===== config.mk =====
export PLATFORM = sky130hd
export DESIGN_NAME = sram_ctrl_flat
export DESIGN_NICKNAME = d
export VERILOG_FILES = /design/src/rtl/sram_ctrl_if.sv /design/src/rtl/sram_ctrl.sv /design/src/flat_wrapper.sv
export SDC_FILE = /design/constraint.sdc
export NUM_CORES = 1
export LEC_CHECK = 0
export CAP_MARGIN = 20
export CORE_ASPECT_RATIO = 1.2
export CORE_MARGIN = 3
export CORE_UTILIZATION = 39
export DETAILED_ROUTE_END_ITERATION = 7
export PLACE_DENSITY_LB_ADDON = 0.12
export SYNTH_ARGS = -nofsm -noshare
export SYNTH_HDL_FRONTEND = slang
export SYNTH_SLANG_ARGS = --single-unit

===== constraint.sdc =====
create_clock -name clk -period 1.8 [get_ports clk]
set_input_delay 0.18 -clock clk [delete_from_list [all_inputs] [get_ports clk]]
set_output_delay 0.18 -clock clk [all_outputs]
set_load 0.005 [all_outputs]

===== src/rtl/sram_ctrl_if.sv =====
// Request/response bundle between the memory arbiter (master) and one sram_ctrl (slave).
interface sram_ctrl_if #(
    parameter int ADDR_W = 20,
    parameter int DATA_W = 32
);
    logic                  req_valid;
    logic                  req_ready;
    logic                  req_we;
    logic [DATA_W/8-1:0]   req_be;
    logic [ADDR_W-1:0]     req_addr;
    logic [DATA_W-1:0]     req_wdata;
    logic                  resp_valid;
    logic [DATA_W-1:0]     resp_rdata;

    modport master (
        output req_valid, req_we, req_be, req_addr, req_wdata,
        input  req_ready, resp_valid, resp_rdata
    );

    modport slave (
        input  req_valid, req_we, req_be, req_addr, req_wdata,
        output req_ready, resp_valid, resp_rdata
    );
endinterface


===== src/rtl/sram_ctrl.sv =====
// Async SRAM responder: single-word read/write pin sequencing, optional read buffer (SRAM_CTRL_RDBUF_EN).
// Latency: read RD_WAIT+1, write WR_WAIT+3, buffered read hit 1 cycle from accept to resp_valid.
// Backpressure: req_ready only in IDLE (and not in reset); one request in flight, no back-to-back accept.
module sram_ctrl #(
    parameter int ADDR_W  = 20,
    parameter int DATA_W  = 32,
    parameter int RD_WAIT = 2,
    parameter int WR_WAIT = 2
) (
    input  logic                  clk,
    input  logic                  reset,
    sram_ctrl_if.slave            bus,
    output logic [ADDR_W-1:0]     ram_addr,
    output logic [DATA_W-1:0]     ram_data_o,
    output logic                  ram_data_oe,
    input  logic [DATA_W-1:0]     ram_data_i,
    output logic [DATA_W/8-1:0]   ram_be_n,
    output logic                  ram_ce_n,
    output logic                  ram_oe_n,
    output logic                  ram_we_n
);
    localparam int BE_W     = DATA_W / 8;
    localparam int MAX_WAIT = (RD_WAIT > WR_WAIT) ? RD_WAIT : WR_WAIT;
    localparam int CNT_W    = (MAX_WAIT > 1) ? $clog2(MAX_WAIT) : 1;

    typedef enum logic [2:0] {IDLE, RD, WSU, WPL, WHD, RESP} state_t;

    state_t             state, state_nxt;
    logic [CNT_W-1:0]   cnt, cnt_nxt;
    logic [BE_W-1:0]    be_q, be_nxt;
    logic [ADDR_W-1:0]  addr_nxt;
    logic [DATA_W-1:0]  wdata_nxt;
    logic               ce_n_nxt, oe_n_nxt, we_n_nxt, doe_nxt;
    logic [BE_W-1:0]    be_n_nxt;
    logic               accept, hit, rd_done;
    logic               resp_valid_q;
    logic [DATA_W-1:0]  resp_rdata_q;

`ifdef SRAM_CTRL_RDBUF_EN
    logic               buf_vld;
    logic [ADDR_W-1:0]  buf_addr;
    logic [DATA_W-1:0]  buf_dat;
`endif

    assign bus.req_ready  = (state == IDLE) && !reset;
    assign bus.resp_valid = resp_valid_q;
    assign bus.resp_rdata = resp_rdata_q;
    assign accept         = bus.req_valid && bus.req_ready;
    assign rd_done        = (state == RD) && (state_nxt == RESP);

    always_comb begin
        state_nxt = state;
        cnt_nxt   = cnt;
        be_nxt    = be_q;
        addr_nxt  = ram_addr;
        wdata_nxt = ram_data_o;
        hit       = 1'b0;
`ifdef SRAM_CTRL_RDBUF_EN
        hit = buf_vld && (buf_addr == bus.req_addr);
`endif
        case (state)
            IDLE: begin
                if (accept) begin
                    if (bus.req_we) begin
                        state_nxt = WSU;
                        addr_nxt  = bus.req_addr;
                        be_nxt    = bus.req_be;
                        wdata_nxt = bus.req_wdata;
                    end else if (hit) begin
                        // buffered data returns without touching the pins
                        state_nxt = RESP;
                    end else begin
                        state_nxt = RD;
                        addr_nxt  = bus.req_addr;
                        cnt_nxt   = '0;
                    end
                end
            end
            RD: begin
                if (cnt == CNT_W'(RD_WAIT - 1)) state_nxt = RESP;
                else                            cnt_nxt   = cnt + CNT_W'(1);
            end
            WSU: begin
                state_nxt = WPL;
                cnt_nxt   = '0;
            end
            WPL: begin
                if (cnt == CNT_W'(WR_WAIT - 1)) state_nxt = WHD;
                else                            cnt_nxt   = cnt + CNT_W'(1);
            end
            WHD:     state_nxt = RESP;
            RESP:    state_nxt = IDLE;
            default: state_nxt = IDLE;
        endcase

        // pins are decoded from the next state so they are registered and stable all cycle
        ce_n_nxt = 1'b1;
        oe_n_nxt = 1'b1;
        we_n_nxt = 1'b1;
        be_n_nxt = '1;
        doe_nxt  = 1'b0;
        case (state_nxt)
            RD: begin
                ce_n_nxt = 1'b0;
                oe_n_nxt = 1'b0;
                be_n_nxt = '0;
            end
            WSU, WHD: begin
                ce_n_nxt = 1'b0;
                be_n_nxt = ~be_nxt;
                doe_nxt  = 1'b1;
            end
            WPL: begin
                ce_n_nxt = 1'b0;
                be_n_nxt = ~be_nxt;
                doe_nxt  = 1'b1;
                we_n_nxt = ~(|be_nxt);
            end
            default: ;
        endcase
    end

    always_ff @(posedge clk) begin
        if (reset) begin
            state        <= IDLE;
            cnt          <= '0;
            be_q         <= '0;
            ram_addr     <= '0;
            ram_data_o   <= '0;
            ram_data_oe  <= 1'b0;
            ram_be_n     <= '1;
            ram_ce_n     <= 1'b1;
            ram_oe_n     <= 1'b1;
            ram_we_n     <= 1'b1;
            resp_valid_q <= 1'b0;
            resp_rdata_q <= '0;
        end else begin
            state        <= state_nxt;
            cnt          <= cnt_nxt;
            be_q         <= be_nxt;
            ram_addr     <= addr_nxt;
            ram_data_o   <= wdata_nxt;
            ram_data_oe  <= doe_nxt;
            ram_be_n     <= be_n_nxt;
            ram_ce_n     <= ce_n_nxt;
            ram_oe_n     <= oe_n_nxt;
            ram_we_n     <= we_n_nxt;
            resp_valid_q <= (state_nxt == RESP);
            if (rd_done)
                resp_rdata_q <= ram_data_i;
`ifdef SRAM_CTRL_RDBUF_EN
            else if (state == IDLE && state_nxt == RESP)
                resp_rdata_q <= buf_dat;
`endif
        end
    end

`ifdef SRAM_CTRL_RDBUF_EN
    always_ff @(posedge clk) begin
        if (reset) begin
            buf_vld  <= 1'b0;
            buf_addr <= '0;
            buf_dat  <= '0;
        end else if (rd_done) begin
            buf_vld  <= 1'b1;
            buf_addr <= ram_addr;
            buf_dat  <= ram_data_i;
        end else if (accept && bus.req_we && (bus.req_addr == buf_addr)) begin
            buf_vld  <= 1'b0;
        end
    end
`endif
endmodule


===== src/flat_wrapper.sv =====
// flat-port wrapper written by rule: the top's interface ports become plain ports
module sram_ctrl_flat 
#(
    parameter int ADDR_W  = 20,
    parameter int DATA_W  = 32,
    parameter int RD_WAIT = 2,
    parameter int WR_WAIT = 2
)
  (clk, reset, ram_addr, ram_data_o, ram_data_oe, ram_data_i, ram_be_n, ram_ce_n, ram_oe_n, ram_we_n, bus_req_valid, bus_req_we, bus_req_be, bus_req_addr, bus_req_wdata, bus_req_ready, bus_resp_valid, bus_resp_rdata);
  sram_ctrl_if #(.ADDR_W(ADDR_W), .DATA_W(DATA_W)) bus_i ();
  input  logic clk;
  input  logic reset;
  output logic [ADDR_W-1:0] ram_addr;
  output logic [DATA_W-1:0] ram_data_o;
  output logic ram_data_oe;
  input  logic [DATA_W-1:0] ram_data_i;
  output logic [DATA_W/8-1:0] ram_be_n;
  output logic ram_ce_n;
  output logic ram_oe_n;
  output logic ram_we_n;
  input wire logic [$bits(bus_i.req_valid)-1:0] bus_req_valid;
  input wire logic [$bits(bus_i.req_we)-1:0] bus_req_we;
  input wire logic [$bits(bus_i.req_be)-1:0] bus_req_be;
  input wire logic [$bits(bus_i.req_addr)-1:0] bus_req_addr;
  input wire logic [$bits(bus_i.req_wdata)-1:0] bus_req_wdata;
  output wire logic [$bits(bus_i.req_ready)-1:0] bus_req_ready;
  output wire logic [$bits(bus_i.resp_valid)-1:0] bus_resp_valid;
  output wire logic [$bits(bus_i.resp_rdata)-1:0] bus_resp_rdata;
  assign bus_i.req_valid = bus_req_valid;
  assign bus_i.req_we = bus_req_we;
  assign bus_i.req_be = bus_req_be;
  assign bus_i.req_addr = bus_req_addr;
  assign bus_i.req_wdata = bus_req_wdata;
  assign bus_req_ready = bus_i.req_ready;
  assign bus_resp_valid = bus_i.resp_valid;
  assign bus_resp_rdata = bus_i.resp_rdata;
  sram_ctrl #(.ADDR_W(ADDR_W), .DATA_W(DATA_W), .RD_WAIT(RD_WAIT), .WR_WAIT(WR_WAIT)) u_core (.clk(clk), .reset(reset), .bus(bus_i), .ram_addr(ram_addr), .ram_data_o(ram_data_o), .ram_data_oe(ram_data_oe), .ram_data_i(ram_data_i), .ram_be_n(ram_be_n), .ram_ce_n(ram_ce_n), .ram_oe_n(ram_oe_n), .ram_we_n(ram_we_n));
endmodule

=== Yosys cells after proc, flatten, opt, wreduce, memory -nomap -nowiden ===
Index checks and enable logic that the tools add are counted.

* Bits in latches: 0
* Flip-flop bits (word level): 101
* Word-level logic and storage cells: 57
* Memory bits (read-only): 0
* RAM bits: 0
* Memories kept: 0

* Order comparisons: 0
* Bitwise logic cells: 3
* Reduce and logical (&&, ||, !) cells: 14
* Add/sub/neg operators: 1
* Shift-type cells: 0
* Muxes and demuxes: 16
* Divide/modulo/power cells: 0
* $mul: 0
* Equality and inequality tests: 11

{| class="wikitable"
|+ Operators with widths
! cell !! count
|-
| one-hot mux 3 bit (5 select lines) || 1
|-
| == test 3 x 2 -> 1 bit (second input constant) || 4
|-
| 2-to-1 mux 4 bit || 3
|-
| == test 3 bit (second input constant) || 3
|-
| 2-to-1 mux 3 bit || 3
|-
| one-hot mux 4 bit (2 select lines) || 1
|-
| OR reduction 4 bit || 2
|-
| == test 3 x 1 -> 1 bit (second input constant) || 2
|-
| 2-to-1 mux 1 bit || 6
|-
| AND reduction 3 bit || 2
|-
| inverter 4 bit || 1
|-
| OR reduction 2 bit || 2
|-
| logical AND 1 bit || 3
|-
| zero test 3 bit || 1
|-
| one-hot mux 1 bit (3 select lines) || 1
|-
| nonzero test 3 bit || 1
|-
| OR reduction 3 bit || 1
|-
| 2-to-1 mux 2 bit || 1
|-
| inequality test 2 x 1 -> 1 bit (second input constant) || 1
|-
| inequality test 2 bit (second input constant) || 1
|-
| inverter 1 bit || 2
|-
| AND reduction 2 bit || 1
|-
| adder 1 bit (second input constant) || 1
|-
| zero test 1 bit || 1
|}

=== Logic depth before layout (Yosys ltp) ===
Gate-level depths: netlist of run 1.

* Depth after elaboration: 8
* Gate-level depth with buffers: 7
* Depth with buffers taken out: 4

=== Least setup slack after synthesis of run 1 ===
No wires, ideal clock.

* Kind: register to register
* Start: register u_core.state[0]
* End: register u_core.ram_we_n
* Library setup time: 0.119 ns
* Period minus slack after synthesis: 1.454 ns
* Path buffers: 1
* Data required time: 1.681 ns
* Arrival time: 1.335 ns
* Slack: 0.346 ns
* Stages on the path, launching flop included: 6
* Cell sequence: dfxtp_1 > nor4_4 > nand3_1 > clkbuf_1 > o22ai_1 > nand2_1

* Cells in the longest elaborated chain, start to end: 8
* Elaborated cells on any way between the ends: 18
* Classes of those cells: 5 x eq/ne; 6 x mux; 2 x bitwise; 5 x reduce/logical

{| class="wikitable"
|+ RTL lines
! element !! line !! text
|-
| start: declaration || sram_ctrl.sv:28 || <nowiki>state_t state, state_nxt;</nowiki>
|-
| start signal: assignment || sram_ctrl.sv:138 || <nowiki>state <= state_nxt;</nowiki>
|-
| zero test 3 bit (*) || sram_ctrl.sv:45 || <nowiki>assign bus.req_ready = (state == IDLE) && !reset;</nowiki>
|-
| logical AND 1 bit (*) || sram_ctrl.sv:45 ||
|-
| via bus_req_ready || flat_wrapper.sv:26 || <nowiki>output wire logic [$bits(bus_i.req_ready)-1:0] bus_req_ready;</nowiki>
|-
| logical AND 1 bit (*) || sram_ctrl.sv:48 || <nowiki>assign accept = bus.req_valid && bus.req_ready;</nowiki>
|-
| 2-to-1 mux 3 bit || sram_ctrl.sv:63 || <nowiki>if (accept) begin</nowiki>
|-
| one-hot mux 3 bit (5 select lines) || sram_ctrl.sv:61 || <nowiki>case (state)</nowiki>
|-
| == test 3 x 2 -> 1 bit || sram_ctrl.sv:102 || <nowiki>case (state_nxt)</nowiki>
|-
| inverter 1 bit (no source line) || -- ||
|-
| OR reduction 2 bit (no source line) || -- ||
|-
| end signal: assignment || sram_ctrl.sv:147 || <nowiki>ram_we_n <= we_n_nxt;</nowiki>
|-
| end: declaration || sram_ctrl.sv:20 || <nowiki>output logic ram_we_n</nowiki>
|}

Mark *: on every way through the listed nets, which the timed path passes. The rest lies on a longest branch.
A chain may end at the register's enable or synchronous reset.

=== Worst setup path in the final report of run 1 ===
* Start: register u_core.state[0]
* End: register u_core.resp_rdata_q[24] (netlist: u_core.bus.resp_rdata[24])

* Cells in the longest elaborated chain, start to end: 7
* Elaborated cells on any way between the ends: 13
* Classes of those cells: 5 x eq/ne; 4 x mux; 4 x reduce/logical

{| class="wikitable"
|+ RTL lines
! element !! line !! text
|-
| zero test 3 bit || sram_ctrl.sv:45, sram_ctrl.sv:61 ||
|-
| logical AND 1 bit || sram_ctrl.sv:45 ||
|-
| logical AND 1 bit || sram_ctrl.sv:48 ||
|-
| 2-to-1 mux 3 bit || sram_ctrl.sv:63 ||
|-
| one-hot mux 3 bit (5 select lines) || sram_ctrl.sv:61 ||
|-
| == test 3 bit || sram_ctrl.sv:49 || <nowiki>assign rd_done = (state == RD) && (state_nxt == RESP);</nowiki>
|-
| logical AND 1 bit (*) || sram_ctrl.sv:49 ||
|-
| end signal: assignment || sram_ctrl.sv:150 || <nowiki>resp_rdata_q <= ram_data_i;</nowiki>
|-
| end: declaration || sram_ctrl.sv:37 || <nowiki>logic [DATA_W-1:0] resp_rdata_q;</nowiki>
|}

Mark *: on every way between the ends. The rest lies on a longest branch, timed or not.

==> impl_metrics.ini, run 1 <==
[sta]
fin_crit_ns = 1.60
fin_tns_setup_ns = 0
finalSetupViolCount = 0
hold_viol = 0
fin_skew_ns = 0.00580
fmax_mhz = 624
max_slew.worst_pin.slew_ns = 0.696
hold_ws_ns = 0.205
relSlewSlack_pct = 53.6
rsz0062_at_grt = false
fin_ws_ns = 0.198
report.final.slew_viol_count = 0
finalCritPeriodShare_pct = 89.0

[critical_path]
regToRegEndpoint = u_core.bus.resp_rdata[24]
reg2reg_slack_ns = 0.20
crit_type = register to register
cp.arrival_ns = 1.81
worstPathRequired_ns = 2.01
cp-start-kind = register
critPathLaunch = u_core.state[0]
rr_worst_depth = 6
endpoint_kind = register
cp-endpoint = u_core.bus.resp_rdata[24]
critPathMaxFanout = 32
r2r_start = u_core.state[0]

[floorplan]
die_y_um = 110
start_util_pct = 40.6
dieArea_um2 = 10200
num_rows = 37
die_w_um = 92.8
core_area_um2 = 8700
io_pins = 186

[pwr]
power_density_nw_per_um2 = 784
clkPwrFrac_pct = 32.1
sw_frac_of_total_pct = 23.5
intPower_mw = 3.41
power_leakage_nw = 1.98
p_seq_share_pct = 53.1
vdd_drop_max_mv = 0.453
p_switching_mw = 1.05
combPwrFrac_pct = 14.8

[clocking]
h-tree-depth = 3
cts_tree = yes
cts.sink_count = 101
tritoncts.num_buffers = 9
clk_pin_slew_worst_paths_ns = 0.09
root_buffer = clkbuf_8
cts_buffer_depth = 2
clk_latency_ns = 0.35

[grt]
grt_pass1_vias = 3274
grt.overflow.total = 0
grt_usage_pct = 18.6
antenna_found_initial = 0
grt_max_degree = 67
grt_first_pass_wirelength_um = 15300

[logic_synthesis]
synth_edf_count = 0
synth_area_leaders = dfxtp_1 (57%), nand2_1 (19%), a21oi_1 (13%)
synth_warnings = 0
ys_top_cells_by_count = nand2_1 (179), dfxtp_1 (101), a21oi_1 (95)
synth-seq-cells = 101
syn_inst = 439
ys_types = 26
ys_seq_area_share_pct = 57.3
syn_nets = 531
synth-async-reset-ratio_pct = 0
synthFlopType = dfxtp_1
synth_top_area_share_pct = 57.3
netlist_area_um2 = 3530
synth_area_leader_cell = dfxtp_1
postSynthAreaPerCell_um2 = 8.04
yosysMostFrequentCell = nand2_1

[cells_and_area]
layout.cells.non_filler = 736
drive_above_1_share_pct = 4.85
syn_to_final_growth_pct = 61.3
nNetsFinal = 706
diodes = 0

[detailed_routing]
wl_um = 9620
wl_per_cell_um = 13.1
via_per_inst = 4.74
drcViolationCount = 0
initialDrtViolationCount = 181
firstDrtPassIters = 4
top_layer_used = met4
wl_met1_um = 3880
via_count = 3491
wl_met3_um = 942
wl_met2_um = 4680
ant_nets = 0

[placed_design]
numPlacedInstances = 720
portBuffers = 185
post-dp-hpwl_um = 6910
gp_congestion = 0.770
pre_cts_ws_ns = 0.0473

[status]
status = finished clean

[hold_path]
hold_path.startpoint = reset
worstHoldPathType = input port to register

[flow_run]
maxCapViolations = 0
==> cell type report <==
cell class	count	area (um2)
clock buffers	11	141
multi-input cells	305	1370
clock inverters	5	60.1
well taps	117	146
inverters	1	3.75
fillers	800	3010
flip-flops and latches	101	2020
repair buffers	196	1950
==> through the flow <==
stage	area (um2)	total power [mW]	utilization, %
3_5_place_dp	5490	3.09	63.1
4_1_cts	5690	4.53	65.4
2_1_floorplan	3530	2.65	-
6_report	5690	4.46	65.4
5_1_grt	5690	4.68	65.4
3_3_place_gp	5490	3.08	63.1
==> cell families after synthesis <==
logic type,after synthesis,synth area share [%]
simple gates,200,22.8
compound gates,104,15.5
flops,101,57.3
buf+inv,33,4.22
xor+xnor,1,0.248
==> critical path, cell delays in order, from the launching register on <==
cell and delay, ns:
dfxtp_1 0.41, buf_4 0.16, nand2_1 0.13, or3_1 0.33, buf_4 0.24, nand2_1 0.11, a21oi_1 0.07
==> registers in the layout, summed over array words and instances, names as in the netlist <==
signal and count:
u_core.bus.resp_rdata 32, u_core.ram_we_n 1, u_core.ram_data_oe 1, u_core.cnt 1, u_core.ram_data_o 32, u_core.ram_ce_n 1
u_core.be_q 4, u_core.ram_addr 20, u_core.ram_be_n 4, u_core.ram_oe_n 1, u_core.bus.resp_valid 1, u_core.state 3
==> what timing repair did <==
action / 4_1_cts / 5_1_grt
buffers inserted: 0 / 0
hold buffers: 0 / 0
endpoints found under the setup margin: 1 / 0
gates resized for setup: 1 / 0
==> worst min-delay path by stage <==
| stage | end | cells past startpoint |
|---|---|---|
| 3_5_place_dp | u_core.bus.resp_rdata[2] | 2 |
| 3_3_place_gp | u_core.bus.resp_rdata[11] | 2 |
| 6_report | u_core.ram_ce_n | 3 |
| 2_1_floorplan | u_core.be_q[0] | 2 |
| 5_1_grt | u_core.ram_ce_n | 3 |
| 4_1_cts | u_core.ram_ce_n | 3 |
==> layer usage <==
layer,vias to the layer above,GRT usage [%]
met5,-,0
met4,0,6.07
met3,9,7.54
met2,124,30.2
met1,1581,22.5
li1,1777,-
==> power by group through the flow <==
stage	registers (mW)	logic, mW	clock network [mW]
3_3_place_gp	2.42	0.659	0
3_5_place_dp	2.42	0.670	0
6_report	2.37	0.662	1.43
5_1_grt	2.39	0.725	1.57
2_1_floorplan	2.43	0.218	0
4_1_cts	2.37	0.671	1.48
==> cell usage in the layout, fill, tap and decap left out, types with 2 or more instances in the layout <==
cell	instances
buf_4	9
a21oi_1	95
clkbuf_8	10
dfxtp_1	101
o221ai_1	4
buf_12	2
clkinv_4	2
nand2_1	179
nor3_1	3
nor2_1	5
nor4_1	2
nand2b_1	3
clkdlybuf4s50_1	183
No activity file was read; power rests on OpenSTA's default activity.
==> run 2: changes to the inputs <==
- SLEW_MARGIN: unset -> 20
==> results of run 2 <==
Final layout, timing and power as in run 1 (identical DEF).
